$ cat src/rtl/icache_direct_if.sv
// icache_direct_if: fetch-stage and memory-controller signals of the direct-mapped instruction cache.
interface icache_direct_if;
   logic        rdy;
   logic        clear;
   logic        fetch_req;
   logic [31:0] fetch_pc;
   logic        inst_valid;
   logic [31:0] inst;
   logic        fetch_enable;
   logic [31:0] inst_addr;
   logic        mem_valid;
   logic [31:0] mem_data;
   modport master (
      output rdy, clear, fetch_req, fetch_pc, mem_valid, mem_data,
      input  inst_valid, inst, fetch_enable, inst_addr
   );
   modport slave (
      input  rdy, clear, fetch_req, fetch_pc, mem_valid, mem_data,
      output inst_valid, inst, fetch_enable, inst_addr
   );
endinterface

$ cat src/rtl/icache_direct.sv
// icache_direct: direct-mapped one-word-per-line instruction cache with single-fill miss handling.
// Define ICACHE_INVALIDATE_EN to add the invalidate (fence.i) input that clears every valid bit.
module icache_direct #(
   parameter int INDEX_BITS = 6
) (
   input logic clk,
   input logic rst,
`ifdef ICACHE_INVALIDATE_EN
   input logic invalidate,
`endif
   icache_direct_if.slave bus
);
   localparam int LINES    = 1 << INDEX_BITS;
   localparam int TAG_BITS = 30 - INDEX_BITS;
   typedef enum logic {IDLE, MISS} state_t;
   state_t                state, state_d;
   logic [LINES-1:0]      valid;
   logic [TAG_BITS-1:0]   tags [LINES];
   logic [31:0]           data [LINES];
   logic                  inst_valid_q, inst_valid_d;
   logic [31:0]           inst_q, inst_d;
   logic                  fetch_enable_q, fetch_enable_d;
   logic [31:2]           addr_q, addr_d;
   logic                  discard, discard_d;
   logic                  inv, accept, hit, fill, deliver;
   logic [INDEX_BITS-1:0] req_idx, fill_idx;
   logic [TAG_BITS-1:0]   req_tag, fill_tag;
`ifdef ICACHE_INVALIDATE_EN
   assign inv = invalidate;
`else
   assign inv = 1'b0;
`endif
   assign req_idx  = bus.fetch_pc[INDEX_BITS+1:2];
   assign req_tag  = bus.fetch_pc[31:INDEX_BITS+2];
   // the latched fill address doubles as the line index/tag of the outstanding miss
   assign fill_idx = addr_q[INDEX_BITS+1:2];
   assign fill_tag = addr_q[31:INDEX_BITS+2];
   assign hit      = valid[req_idx] && (tags[req_idx] == req_tag) && !inv;
   assign accept   = (state == IDLE) && bus.fetch_req && !bus.clear;
   assign fill     = (state == MISS) && bus.mem_valid;
   assign deliver  = fill && !discard && !bus.clear;
   always_ff @(posedge clk or posedge rst) begin
      if (rst) state <= IDLE;
      else if (bus.rdy) state <= state_d;
   end
   always_comb begin
      state_d = state;
      if (state == IDLE) state_d = (accept && !hit) ? MISS : IDLE;
      else state_d = bus.mem_valid ? IDLE : MISS;
   end
   always_comb begin
      inst_valid_d   = (accept && hit) || deliver;
      inst_d         = (accept && hit) ? data[req_idx] : deliver ? bus.mem_data : inst_q;
      fetch_enable_d = (accept && !hit) ? 1'b1 : fill ? 1'b0 : fetch_enable_q;
      addr_d         = (accept && !hit) ? bus.fetch_pc[31:2] : addr_q;
      discard_d      = (state == MISS) && !bus.mem_valid && (discard || bus.clear);
   end
   always_ff @(posedge clk or posedge rst) begin
      if (rst) begin
         valid          <= '0;
         inst_valid_q   <= 1'b0;
         inst_q         <= '0;
         fetch_enable_q <= 1'b0;
         addr_q         <= '0;
         discard        <= 1'b0;
      end else if (bus.rdy) begin
         if (inv) valid <= '0;
         else if (fill) valid[fill_idx] <= 1'b1;
         inst_valid_q   <= inst_valid_d;
         inst_q         <= inst_d;
         fetch_enable_q <= fetch_enable_d;
         addr_q         <= addr_d;
         discard        <= discard_d;
      end
   end
   // tag and data arrays carry no reset; only valid bits decide a hit
   always_ff @(posedge clk) begin
      if (bus.rdy && fill) begin
         tags[fill_idx] <= fill_tag;
         data[fill_idx] <= bus.mem_data;
      end
   end
   assign bus.inst_valid   = inst_valid_q;
   assign bus.inst         = inst_q;
   assign bus.fetch_enable = fetch_enable_q;
   assign bus.inst_addr    = {addr_q, 2'b00};
endmodule

$ cat src/flat_wrapper.sv
// flat-port wrapper written by rule: the top's interface ports become plain ports
module icache_direct_flat 
#(
   parameter int INDEX_BITS = 6
)
  (clk, rst, bus_rdy, bus_clear, bus_fetch_req, bus_fetch_pc, bus_mem_valid, bus_mem_data, bus_inst_valid, bus_inst, bus_fetch_enable, bus_inst_addr);
  icache_direct_if bus_i ();
  input logic clk;
  input logic rst;
  input wire logic [$bits(bus_i.rdy)-1:0] bus_rdy;
  input wire logic [$bits(bus_i.clear)-1:0] bus_clear;
  input wire logic [$bits(bus_i.fetch_req)-1:0] bus_fetch_req;
  input wire logic [$bits(bus_i.fetch_pc)-1:0] bus_fetch_pc;
  input wire logic [$bits(bus_i.mem_valid)-1:0] bus_mem_valid;
  input wire logic [$bits(bus_i.mem_data)-1:0] bus_mem_data;
  output wire logic [$bits(bus_i.inst_valid)-1:0] bus_inst_valid;
  output wire logic [$bits(bus_i.inst)-1:0] bus_inst;
  output wire logic [$bits(bus_i.fetch_enable)-1:0] bus_fetch_enable;
  output wire logic [$bits(bus_i.inst_addr)-1:0] bus_inst_addr;
  assign bus_i.rdy = bus_rdy;
  assign bus_i.clear = bus_clear;
  assign bus_i.fetch_req = bus_fetch_req;
  assign bus_i.fetch_pc = bus_fetch_pc;
  assign bus_i.mem_valid = bus_mem_valid;
  assign bus_i.mem_data = bus_mem_data;
  assign bus_inst_valid = bus_i.inst_valid;
  assign bus_inst = bus_i.inst;
  assign bus_fetch_enable = bus_i.fetch_enable;
  assign bus_inst_addr = bus_i.inst_addr;
  icache_direct #(.INDEX_BITS(INDEX_BITS)) u_core (.clk(clk), .rst(rst), .bus(bus_i));
endmodule
$ cat config.mk
export PLATFORM = sky130hd
export DESIGN_NAME = icache_direct_flat
export DESIGN_NICKNAME = d
export VERILOG_FILES = /design/src/rtl/icache_direct_if.sv /design/src/rtl/icache_direct.sv /design/src/flat_wrapper.sv
export SDC_FILE = /design/constraint.sdc
export NUM_CORES = 2
export LEC_CHECK = 0
export ABC_AREA = 0
export BUFFER_PORTS_ARGS = -buffer_cell sky130_fd_sc_hd__buf_2
export CORE_ASPECT_RATIO = 1.5
export CORE_UTILIZATION = 25
export DETAILED_ROUTE_END_ITERATION = 16
export PLACE_DENSITY = 0.48
export SYNTH_ARGS = -nofsm -noshare
export SYNTH_HDL_FRONTEND = slang
export SYNTH_SLANG_ARGS = --single-unit
$ cat constraint.sdc
create_clock -name clk -period 7.4 [get_ports clk]
set_input_delay 1.48 -clock clk [delete_from_list [all_inputs] [get_ports clk]]
set_output_delay 1.48 -clock clk [all_outputs]
set_load 0.005 [all_outputs]
==> run summary <==
Crit path required time: 8.24 ns
Peak VDD IR: 0.000185 V
Final Net Count: 6800
Compound-cell area share of the yosys netlist: 0.0199
Top_reg_cell synth: edfxtp_1
Mapped Cells: 6323
Clk Latency, worst-skew pair: 0.95 ns
Post-synthesis mux area share: 0.171
Cell Rows: 339
Drt pass-1 iters: 5
Post-synthesis adder-cell area fraction: 0
Final hold vios: 0
Core footprint: 0.569 mm²
Port bufs: 131
FF-to-FF path depth: 11
Power per cell area: 271 mW/mm²
Xor/xnor share of the synthesized area: 0.00116
Critical path class: in2reg
CTS root buf: clkbuf_16
Post-route ant nets: 0
FF-to-FF Start: u_core.tags[36][14]
Post-CTS setup buffer count: 0
Yosys cell types: 75
Post-Syn Area: 0.143 mm²
Share of cells above drive strength 1: 0.287
Routed WL: 472000 µm
Min-delay worst type: reg2reg
Die area: 0.575 mm²
Period utilization: 0.830
Area grow syn2layout: 15.9%
RD Place Congestion: 0.786
Post-Route Setup TNS: 0 ns
Largest family of logic cells by synthesized area: multiplexers
Post-DR wirelength/cell: 32.5 µm
Die Ht: 928 µm
Synth Register Bits: 3714
Pins Over Slew Limit: 0
Power, Total: 44.9 mW
Vias: 69500
Simple-gate share of the synthesized area: 0.0186
DIE WIDTH: 619 µm
Worst slew pin tran: 1.28 ns
Flop-to-flop setup slack: 2.73 ns
Tot GR Track Use: 0.160
Pleak: 51.4 nW
Post-Layout Cell Count: 14500
Post-route minimum period: 6.14 ns
Placed Cells: 13900
Initial antenna violation count: 32
Post-CTS Resized: 0
Hold_ws: 0.465 ns
Clk_skew: 0.0514 ns
CP Launch Type: primary input
Clk sinks: 3714
Worst Hold Depth: 1
Cts hold-fix bufs: 0
CTS tree: done
Setup violators final: 0
Relative slew margins: 0.148
Top-Level Pins: 136
Initial DRC count: 6895
First-pass GRT wire length: 633000 µm
Multi-input gate area: 0.0307 mm²
Vias in the first global route: 71900
Worst flop-to-flop path endpoint: u_core.bus.inst[27]
Reg clk slew, reported paths: 0.07 ns
Fraction of registers with async set/reset: 0.0350
Max-cap violations: 0
Max FO, Critical Path: 85
Seq/Total Area, Yosys: 0.776
H-tree Lvls: 5
Placed inst area: 0.155 mm²
Post-Syn Area per Cell: 22.6 µm²
Fmax: 163 MHz
Status: finished clean
CTS max path bufs: 4
Vias per inst: 4.79
HPWL after DPL: 263000 µm
RSZ-0062 raised after global routing: no
Ys Warns: 0
FILL cells: 55000
DR DRC count: 0
Reg area: 0.111 mm²
Total grt overflow: 0
CTS buffer count: 334
Final Instance Area: 0.166 mm²
Worst Path Arrival: 6.98 ns
HP Start: u_core.valid[41]
Post-synth EDFFs: 3584
Crit. End Element: flop
Initial core utilization: 0.251
Largest net degree at the start of global routing: 129
WHS Endpoint: u_core.valid[41]
-- cell usage after synthesis, types with 3 or more instances --
cell | instances | area, µm²
nand4_1 | 14 | 87.6
a31oi_1 | 9 | 56.3
a32oi_1 | 7 | 61.3
o21ai_1 | 3 | 15.0
a21oi_1 | 66 | 330
mux2i_1 | 363 | 3630
o32ai_1 | 35 | 307
nand2_1 | 82 | 308
a21o_1 | 3 | 22.5
nor2_1 | 131 | 492
buf_1 | 18 | 67.6
and2_0 | 3 | 18.8
buf_2 | 113 | 566
nand3_1 | 81 | 405
a211oi_1 | 9 | 67.6
buf_6 | 38 | 428
nand2b_1 | 36 | 225
o22ai_1 | 10 | 62.6
nor3_1 | 22 | 110
o211ai_1 | 18 | 135
a22oi_1 | 157 | 1180
o2111ai_1 | 6 | 52.6
a221oi_1 | 20 | 175
or3_1 | 8 | 50.1
nor4_1 | 6 | 37.5
clkbuf_1 | 135 | 507
buf_4 | 42 | 315
nor3b_1 | 4 | 30.0
or3b_2 | 3 | 26.3
or2_2 | 65 | 407
xnor2_1 | 12 | 105
xor2_1 | 7 | 61.3
a22o_1 | 12 | 105
nor2b_1 | 21 | 131
dfrtp_1 | 130 | 3250
mux2_1 | 28 | 315
mux2_2 | 39 | 439
o21ai_0 | 16 | 80.1
inv_1 | 6 | 22.5
and2_1 | 7 | 43.8
edfxtp_1 | 3584 | 108000
and3_1 | 14 | 87.6
nand3b_1 | 9 | 67.6
mux4_2 | 890 | 20000
-- flip-flops by register name, indices dropped and copies added, names as in the netlist --
name                     count
u_core.discard               1
u_core.addr_q               30
u_core.valid                64
u_core.state                 1
u_core.bus.inst_valid        1
u_core.bus.inst             32
u_core.data               2048
u_core.bus.fetch_enable      1
u_core.tags               1536
-- kinds of logic (layout without fill, tap and decap cells) --
family          after synthesis  in the layout
mux                        1320           1320
simple gates                520            520
other cells                   1             22
xor+xnor                     19             19
compound gates              393            393
buf+inv                     356           1032
flops                      3714           3714
-- power breakdown --
group | internal, mW | leakage (nW) | switching (mW)
Combinational | 1.00 | 12.3 | 1.88
Sequential | 23.9 | 33.9 | 0.549
Clock | 9.57 | 5.21 | 7.94
Total | 34.5 | 51.4 | 10.4
-- through the flow --
stage          worst slack, ns   util
3_5_place_dp             0.178  0.272
2_1_floorplan             2.24      -
3_3_place_gp             0.181  0.272
4_1_cts                   1.20  0.291
5_1_grt                   1.03  0.291
6_report                  1.26  0.291
-- worst max-delay path by stage --
| stage | startpoint | endpoint |
|---|---|---|
| floorplan | bus_fetch_pc[3] | u_core.bus.inst[31] |
| global placement | bus_fetch_pc[2] | u_core.bus.inst[24] |
| detailed placement | bus_fetch_pc[2] | u_core.bus.inst[27] |
| CTS | bus_fetch_pc[2] | u_core.bus.inst[27] |
| global route | bus_fetch_pc[2] | u_core.bus.inst[16] |
| finish | bus_fetch_pc[2] | u_core.bus.inst[27] |
-- critical path, cell delays in order --
cell and delay, ns:
buf_12 0.41, buf_12 0.38, buf_12 0.53, mux4_2 0.59, mux2i_1 0.24, o211ai_1 0.13, nor3_1 0.49, xnor2_1 0.15
nor3_1 0.65, buf_4 0.24, nand4b_4 0.28, or3_2 0.71, buf_12 0.22, a21oi_1 0.17
-- final cells by class --
class                   count  area share
clock buffers             432      0.0548
multi-input cells        2254       0.185
inverters                   9    0.000310
clock inverters           174     0.00986
diodes                     20    0.000302
well taps                7502      0.0566
flip-flops and latches   3714       0.669
repair buffers            417      0.0236
-- metal layers --
| metal | GRT usage | part of all wire | wire, µm | up-vias |
|---|---|---|---|---|
| met5 | 0 | 0.000036 | 17 | - |
| met4 | 0.0533 | 0.036 | 17000 | 4 |
| met1 | 0.182 | 0.37 | 174000 | 39200 |
| li1 | - | - | - | 27600 |
| met2 | 0.307 | 0.55 | 260000 | 2120 |
| met3 | 0.0192 | 0.044 | 20600 | 615 |
-- cell usage in the layout (no fill, tap or decap), types with 10 or more instances in the layout --
cell and instances:
edfxtp_1 3584, mux4_2 890, mux2i_1 363, clkbuf_16 343
buf_4 203, a22oi_1 157, buf_2 125, dfrtp_1 106
buf_12 86, nand2_1 82, nand3_1 81, clkbuf_1 73
a21oi_1 66, nor2_1 65, nor2_4 65, or2_2 65
clkinv_2 55, clkinv_1 50, mux2_2 39, nand2b_1 36
o32ai_1 35, mux2_1 28, bufinv_16 24, dfrtp_2 24
diode_2 20, a221oi_1 20, nor3_1 19, clkinvlp_4 19
o211ai_1 18, nor2b_1 17, o21ai_0 16, clkbuf_8 16
and3_1 14, nand4_1 14, inv_6 13, a22o_1 12
xnor2_1 12, o22ai_1 10
Power figures use the tool's default switching activity.
